## src/rtl/fpu_denorm_rshift_pkg.sv

```systemverilog
// Shared FPU denormaliser definitions: datapath widths, shift step and the
// encodings of the denormaliser state machine.
package fpu_denorm_rshift_pkg;

  localparam int DN_FRAC_W  = 54;  // fraction width, hidden and guard bits included
  localparam int DN_SHAMT_W = 6;   // shift amount width, max shift 63
  localparam int DN_STEP    = 8;   // coarse shift distance per cycle
  localparam int DN_SH_W    = 4;   // width of a single-cycle shift amount (0..8)

  typedef enum logic [1:0] {
    DN_IDLE  = 2'd0,
    DN_SHIFT = 2'd1,
    DN_DONE  = 2'd2
  } dn_state_e;

endpackage

```

## src/rtl/fpu_denorm_rshift_rsh8.sv

```systemverilog
// Single-cycle right shifter by 0..8 bit positions, with a sticky output that
// collects every bit pushed off the low end. Serves both the coarse and the
// fine shift of the iterative denormaliser.
module fpu_denorm_rsh8
  import fpu_denorm_rshift_pkg::*;
#(
  parameter int DATA_W = DN_FRAC_W
) (
  input  logic [DATA_W-1:0]  i_frac,
  input  logic [DN_SH_W-1:0] i_shamt,
  output logic [DATA_W-1:0]  o_frac,
  output logic               o_sticky
);

  logic [DATA_W-1:0] w_one;
  logic [DATA_W-1:0] w_mask;

  // Mask of the low i_shamt bits, i.e. the bits about to be discarded.
  assign w_one    = DATA_W'(1);
  assign w_mask   = (w_one << i_shamt) - w_one;
  assign o_frac   = i_frac >> i_shamt;
  assign o_sticky = |(i_frac & w_mask);

endmodule

```

## src/rtl/fpu_denorm_rshift.sv

```systemverilog
// Iterative right-shift denormaliser for the FPU result path. A request is
// shifted right STEP bits per cycle while the remaining distance is at least
// STEP, then by the leftover 0..STEP-1 bits in one final cycle. The result
// (fraction, sticky, zero flag) is held in DONE until the consumer takes it.
module fpu_denorm_rshift
  import fpu_denorm_rshift_pkg::*;
#(
  parameter int FRAC_W  = DN_FRAC_W,
  parameter int SHAMT_W = DN_SHAMT_W,
  parameter int STEP    = DN_STEP
) (
  input  logic               rclk,
  input  logic               reset,
  input  logic               in_vld,
  output logic               in_rdy,
  input  logic [FRAC_W-1:0]  in_frac,
  input  logic [SHAMT_W-1:0] in_shamt,
  output logic               out_vld,
  input  logic               out_rdy,
  output logic [FRAC_W-1:0]  out_frac,
  output logic               out_sticky,
  output logic               out_zero,
  output logic               busy
);

  dn_state_e           r_state;
  dn_state_e           w_next;
  logic [FRAC_W-1:0]   r_frac;
  logic [SHAMT_W-1:0]  r_rem;
  logic                r_sticky;
  logic                r_zero;
  logic                w_coarse;
  logic [DN_SH_W-1:0]  w_sh_amt;
  logic [FRAC_W-1:0]   w_sh_frac;
  logic                w_sh_sticky;

  // A coarse step is taken while at least STEP bits of shift remain; the
  // final cycle consumes the remainder, which then fits in the shifter.
  assign w_coarse = (r_rem >= SHAMT_W'(STEP));
  assign w_sh_amt = w_coarse ? DN_SH_W'(STEP) : DN_SH_W'(r_rem);

  fpu_denorm_rsh8 #(
    .DATA_W (FRAC_W)
  ) u_rsh8 (
    .i_frac   (r_frac),
    .i_shamt  (w_sh_amt),
    .o_frac   (w_sh_frac),
    .o_sticky (w_sh_sticky)
  );

  // State register; reset abandons any request in flight.
  always_ff @(posedge rclk or posedge reset) begin
    if (reset) begin
      r_state <= DN_IDLE;
    end else begin
      r_state <= w_next;
    end
  end

  // Next-state decode: accept only in IDLE, leave SHIFT after the fine cycle,
  // leave DONE on the consumer handshake.
  always_comb begin
    w_next = r_state;
    case (r_state)
      DN_IDLE:  if (in_vld)    w_next = DN_SHIFT;
      DN_SHIFT: if (!w_coarse) w_next = DN_DONE;
      DN_DONE:  if (out_rdy)   w_next = DN_IDLE;
      default:                 w_next = DN_IDLE;
    endcase
  end

  // Handshake and status outputs are pure state decodes.
  always_comb begin
    in_rdy  = 1'b0;
    out_vld = 1'b0;
    busy    = 1'b1;
    case (r_state)
      DN_IDLE: begin
        in_rdy = 1'b1;
        busy   = 1'b0;
      end
      DN_DONE: out_vld = 1'b1;
      default: ;
    endcase
  end

  // Fraction, remaining distance, sticky and zero flag. Inputs are captured
  // only on the accept edge; the zero flag is settled on entry to DONE from
  // the final shifted value so out_zero never depends on a live comparator.
  always_ff @(posedge rclk or posedge reset) begin
    if (reset) begin
      r_frac   <= '0;
      r_rem    <= '0;
      r_sticky <= 1'b0;
      r_zero   <= 1'b0;
    end else begin
      case (r_state)
        DN_IDLE: begin
          if (in_vld) begin
            r_frac   <= in_frac;
            r_rem    <= in_shamt;
            r_sticky <= 1'b0;
            r_zero   <= 1'b0;
          end
        end
        DN_SHIFT: begin
          r_frac   <= w_sh_frac;
          r_sticky <= r_sticky | w_sh_sticky;
          if (w_coarse) begin
            r_rem <= r_rem - SHAMT_W'(STEP);
          end else begin
            r_zero <= (w_sh_frac == '0);
          end
        end
        default: ;
      endcase
    end
  end

  assign out_frac   = r_frac;
  assign out_sticky = r_sticky;
  assign out_zero   = r_zero;

endmodule
```

## config.mk

```make
export PLATFORM = sky130hd
export DESIGN_NAME = fpu_denorm_rshift
export DESIGN_NICKNAME = d
export VERILOG_FILES = /design/src/rtl/fpu_denorm_rshift_pkg.sv /design/src/rtl/fpu_denorm_rshift_rsh8.sv /design/src/rtl/fpu_denorm_rshift.sv
export SDC_FILE = /design/constraint.sdc
export NUM_CORES = 1
export LEC_CHECK = 0
export ABC_AREA = 1
export CORE_MARGIN = 8
export CORE_UTILIZATION = 50
export CTS_CLUSTER_DIAMETER = 100
export DETAILED_ROUTE_END_ITERATION = 8
export PLACE_DENSITY = 0.78
export SLEW_MARGIN = 20
export SYNTH_ARGS = -nofsm -noshare
export SYNTH_HDL_FRONTEND = slang
export SYNTH_SLANG_ARGS = --single-unit
```

## constraint.sdc

```tcl
create_clock -name rclk -period 6 [get_ports rclk]
set_input_delay 1.2 -clock rclk [delete_from_list [all_inputs] [get_ports rclk]]
set_output_delay 1.2 -clock rclk [all_outputs]
set_load 0.01 [all_outputs]
```

Word-level counts from Yosys, hierarchy flattened
Index checks and enable logic that the tools add are counted.
W data, S select, Z words.
{"block": "totals", "regBits": 64, "elab_cells": 43, "out_inout_bits": 59, "in_bits": 64}
{"block": "classes", "add_sub_neg": 2, "reduce_logical": 8, "n_eq_ne": 6, "bitwise": 2, "n_mux": 17, "shifts": 2, "magnitude_cmp": 1}
{"operator": "$pmux W54 S2", "count": 1}
{"operator": "$and A54 B54 Y54", "count": 1}
{"operator": "$logic_not A54 Y1", "count": 1}
{"operator": "$mux W54", "count": 1}
{"operator": "$reduce_or A54 Y1", "count": 1}
{"operator": "$shl A1 B4 Y54 const A", "count": 1}
{"operator": "$shr A54 B4 Y54", "count": 1}
{"operator": "$sub A54 B1 Y54 const B", "count": 1}
{"operator": "$mux W6", "count": 2}
{"operator": "$pmux W6 S2", "count": 1}
{"operator": "$reduce_and A3 Y1", "count": 3}
{"operator": "$ne A2 B2 Y1 const B", "count": 4}
{"operator": "$ge A6 B4 Y1 const B", "count": 1}
{"operator": "$mux W2", "count": 3}
{"operator": "$pmux W2 S3", "count": 1}
{"operator": "$sub A6 B4 Y6 const B", "count": 1}
{"operator": "$mux W1", "count": 5}
{"operator": "$mux W4", "count": 1}
{"operator": "$pmux W1 S2", "count": 2}
{"operator": "$eq A2 B1 Y1 const B", "count": 1}
{"operator": "$eq A2 B2 Y1 const B", "count": 1}
{"operator": "$logic_not A2 Y1", "count": 1}
{"operator": "$reduce_and A2 Y1", "count": 1}
{"operator": "$reduce_bool A2 Y1", "count": 1}
{"operator": "$or A1 B1 Y1", "count": 1}

Longest topological paths before layout
{"block": "logic_depth", "ltp_word": 8, "mapped_depth": 17}

Hierarchy
Synthesis repeated with hierarchy kept, for this count alone.
{"block": "unflattened", "cells_unflattened": 1021, "hier_area_um2": 6103.4}
{"mod": "fpu_denorm_rshift", "n_inst": 1, "area_each_um2": 3189.3, "cells_per_inst": 410}
{"mod": "fpu_denorm_rsh8", "n_inst": 1, "area_each_um2": 2914.0, "cells_per_inst": 611}

Worst setup path before layout
No wires, ideal clock.
{"block": "synth_timing", "path_kind": "reg2reg", "from": "register r_rem[5]", "to": "register r_sticky, in the netlist out_sticky", "period_less_slack_ns": 2.279, "slack_ns": 3.721, "path_stages_with_launch": 15, "t_arrival_ns": 2.162, "path_buffers": 1, "cell_sequence": "dfrtp_1 > nor2_4 > nand2_2 > nor2_4 > clkbuf_1 > nand2_1 > ha_1 > o21ai_1 > nor2_1 > o31ai_1 > o21ai_0 > nor3_1 > nand4_1 > nand2_1 > nand2_1"}
{"block": "synth_via", "elab_chain_len": 8}
{"element": "start: declaration", "line": "fpu_denorm_rshift.sv:29", "text": "logic [SHAMT_W-1:0] r_rem;"}
{"element": "start signal: assignment", "line": "fpu_denorm_rshift.sv:101", "text": "r_rem <= in_shamt;"}
{"element": "start signal: assignment", "line": "fpu_denorm_rshift.sv:110", "text": "r_rem <= r_rem - SHAMT_W'(STEP);"}
{"element": "$ge A6 B4 Y1", "line": "fpu_denorm_rshift.sv:39", "text": "assign w_coarse = (r_rem >= SHAMT_W'(STEP));"}
{"element": "$mux W4", "line": "fpu_denorm_rshift.sv:40", "text": "assign w_sh_amt = w_coarse ? DN_SH_W'(STEP) : DN_SH_W'(r_rem);"}
{"element": "$shl A1 B4 Y54", "line": "fpu_denorm_rshift_rsh8.sv:20", "text": "assign w_mask = (w_one << i_shamt) - w_one;"}
{"element": "$sub A54 B1 Y54", "line": "fpu_denorm_rshift_rsh8.sv:20"}
{"element": "$and A54 B54 Y54", "line": "fpu_denorm_rshift_rsh8.sv:22", "text": "assign o_sticky = |(i_frac & w_mask);"}
{"element": "$reduce_or A54 Y1", "line": "fpu_denorm_rshift_rsh8.sv:22"}
{"element": "$or A1 B1 Y1", "line": "fpu_denorm_rshift.sv:108", "text": "r_sticky <= r_sticky | w_sh_sticky;"}
{"element": "$pmux W1 S2", "line": "fpu_denorm_rshift.sv:97", "text": "case (r_state)"}
{"element": "end signal: assignment", "line": "fpu_denorm_rshift.sv:108"}
{"element": "end: declaration", "line": "fpu_denorm_rshift.sv:30", "text": "logic r_sticky;"}
Every way passes these cells.
A chain may end at the register's enable or synchronous reset.

Final worst setup path
{"block": "layout_timing", "from": "register r_rem[5]", "to": "register r_zero, in the netlist out_zero"}
{"block": "layout_via", "elab_chain_len": 6}
{"element": "$ge A6 B4 Y1 *", "line": "fpu_denorm_rshift.sv:39"}
{"element": "$mux W4", "line": "fpu_denorm_rshift.sv:40"}
{"element": "$shr A54 B4 Y54", "line": "fpu_denorm_rshift_rsh8.sv:21", "text": "assign o_frac = i_frac >> i_shamt;"}
{"element": "$logic_not A54 Y1", "line": "fpu_denorm_rshift.sv:112", "text": "r_zero <= (w_sh_frac == '0);"}
{"element": "$mux W1", "line": "fpu_denorm_rshift.sv:109", "text": "if (w_coarse) begin"}
{"element": "$pmux W1 S2", "line": "fpu_denorm_rshift.sv:97"}
{"element": "end signal: assignment", "line": "fpu_denorm_rshift.sv:112"}
{"element": "end: declaration", "line": "fpu_denorm_rshift.sv:31", "text": "logic r_zero;"}
Mark *: on every way between the ends. The rest lies on a longest branch, timed or not. The select of a mux whose other input is x is not followed.

==> reports/qor.yml <==
critical_path:
  critical_path.cell_chain: "nor2_4, buf_4, nand3_2, buf_4, nand2_1, nand3_1, nand3_1, nand2_1, nor2_1, nor2_1, nand2_1, nor2_1, nand2_1, nor2_1, nand2_1, nand2_1"
  start_kind: "register"
  max_stage_delay_ns: 0.67
  cp.required_ns: 6.24
  slowest_stage: "nand3_2"
  path_max_fanout: 58
  arrival_ns: 3.68
  crit_type: "register to register"
  worstSetupEndpointType: "register"
  crit_top_cell: "nand2_1"
layout:
  nFillCells: 1101
  design_area_um2: 7353
  drive_above_1_share: 0.03835
  antennaDiodeCount: 0
  synthToLayoutAreaGrowth_pct: 25.20
  final_common_cell: "nand3_1"
  num-nets-final: 1131
  fin_cells: 1212
  utilization: 0.6412
  final_cell_mix: "227 x nand3_1, 212 x nand2_1, 122 x clkdlybuf4s50_1"
place:
  place_area_um2: 7068
  numPlacedInstances: 1196
  gp_congestion: 0.9655
  dp_hpwl_mm: 16.41
  portBuffers: 122
timing:
  setup_violations: 0
  period_needed_ns: 3.437
  fin_crit_sh: 0.5729
  skew_ns: 0.004941
  final-hold-violation-count: 0
  relSlewSlack: 0.3365
  worstMarginPinSlew_ns: 0.9953
  fmax_ghz: 0.2909
  rsz0062_at_grt: "false"
  setup_tns_ns: 0
  slew_viol_final: 0
global_routing:
  grt_max_degree: 67
  grt_pass1_vias: 7172
  antenna_found_initial: 0
  track_usage: 0.2998
  grt_pass1_wl_mm: 38.41
  overflow: 0
job:
  drv_cap: 0
clock_tree:
  cts_made_buffers: 9
  cts_setup_buffers: 0
  clk_path_buf_depth: 2
  cts_root_buffer: "clkbuf_16"
  htree_levels: 3
  path_clk_slew_ns: 0.06
  cts_tree: "yes"
  cts-hold-fix-buffers: 0
  cts-resized-gates: 0
  cts_sinks: 64
  insertion_delay_ns: 0.35
detailed_routing:
  drt_first_pass_iters: 8
  drtIter0Drc: 1175
  drc: 0
  viasPerCell: 6.262
  postRouteWirelength_mm: 23.83
  drt-wirelength-per-cell_um: 19.66
  num_vias: 7589
  ant_nets: 0
floorplanning:
  initial_core_util: 0.5122
  core.rowCount: 39
  die_h_um: 124.4
  pin_count: 123
  die_w_um: 124.4
  design.core.area_um2: 11470
  die_area_um2: 15470
status:
  status: "finished, final reports clean"
synth:
  yosys-top-cells-area: "dfrtp_1 27%, nand3_1 19%, nand2_1 14%"
  syn-cell-area_um2: 5873
  synth_cells: 989
  synth_nets: 1056
  synth_top_area_share: 0.2727
  yosys_register_bits: 64
  yosysTopAreaCell: "dfrtp_1"
  ys_types: 28
  ys_seq_area_frac: 0.2727
  ys_warn_count: 0
  synth_area_per_cell_um2: 5.938
min_path:
  min_path_type: "register to register"
power_and_ir_drop:
  p_leak_nw: 3.328
  irDropWorstVdd_uv: 945.8
  powerDensity_nw_per_um2: 704.9
routing by layer:
| layer | up-vias | global-route usage | wire length [um] |
|---|---|---|---|
| li1 | 3554 | - | - |
| met1 | 3416 | 0.3907 | 9712 |
| met2 | 531 | 0.4663 | 10720 |
| met3 | 88 | 0.06426 | 2603 |
| met4 | 0 | 0.1332 | 788 |
| met5 | - | 0 | 0 |
area by class of cell:
class | count | area [um^2] | share of cell area
inverter | 66 | 247.7 | 0.03369
clock buffer | 12 | 256.5 | 0.03488
timing repair buffer | 136 | 1326 | 0.1804
clock inverter | 4 | 28.78 | 0.003914
tap | 143 | 178.9 | 0.02433
multi-input combinational | 787 | 3714 | 0.5050
sequential | 64 | 1602 | 0.2178
sequential cells by signal, summed over array words and instances, names as in the netlist:
name,cells
out_frac,54
r_rem,6
r_state,2
out_sticky,1
out_zero,1
kinds of logic after synthesis:
group,Yosys count,share of synthesized area
and+or+nand+nor,631,0.4862
AOI/OAI and AO/OA,151,0.1380
buffers and inverters,138,0.09544
DFF,64,0.2727
adders and majority gates,3,0.006392
other,2,0.001279
through the flow:
step           hold slack, ns  worst slack, ns  power (W)
2_1_floorplan          0.5134            3.202   0.003275
3_3_place_gp           0.4633            2.755   0.004554
3_5_place_dp           0.4826            2.740   0.004562
4_1_cts                0.4968            2.692   0.005093
5_1_grt                0.5404            2.364   0.005601
6_report               0.4959            2.563   0.005183
critical path, delay by kind of cell (launching register included):
kind          cells  cell delay (ns)
simple gates     14             1.87
buf+inv           2             1.01
flops             1             0.42
where the power goes:
part | total [W] | internal, W | leakage (nW) | switching [W]
logic | 0.00378 | 0.00126 | 2.42 | 0.00252
clock network | 0.000517 | 0.000302 | 0.135 | 0.000214
registers | 0.000889 | 0.000666 | 0.771 | 0.000224
total | 0.00518 | 0.00223 | 3.33 | 0.00296
synth_stat cells (all sizes together):
cell and instances:
nand2 214, o21ai 87, dfrtp 64, nand3 229
o31ai 2, a31oi 1, conb 2, o211ai 5
a21oi 30, clkinv 2, nand4 61, inv 64
or2 1, ha 3, o22ai 24, clkbuf 42
nor2 118, a211oi 1, buf 30, o221ai 1
nor3 8
worst paths after layout:
kind,cells past startpoint,from,slack (ns),to
min,2,out_sticky$_DFFE_PP0P_,0.50,out_sticky$_DFFE_PP0P_
max reg2reg,16,r_rem[5]$_DFFE_PP0P_,2.56,out_zero$_DFFE_PP0P_
min reg2reg,2,out_sticky$_DFFE_PP0P_,0.50,out_sticky$_DFFE_PP0P_
min in group asynchronous,3,reset,1.43,out_frac[44]$_DFFE_PP0P_
max,16,r_rem[5]$_DFFE_PP0P_,2.56,out_zero$_DFFE_PP0P_
max in group asynchronous,3,reset,4.01,out_frac[8]$_DFFE_PP0P_
No activity file was read; power rests on OpenSTA's default activity.
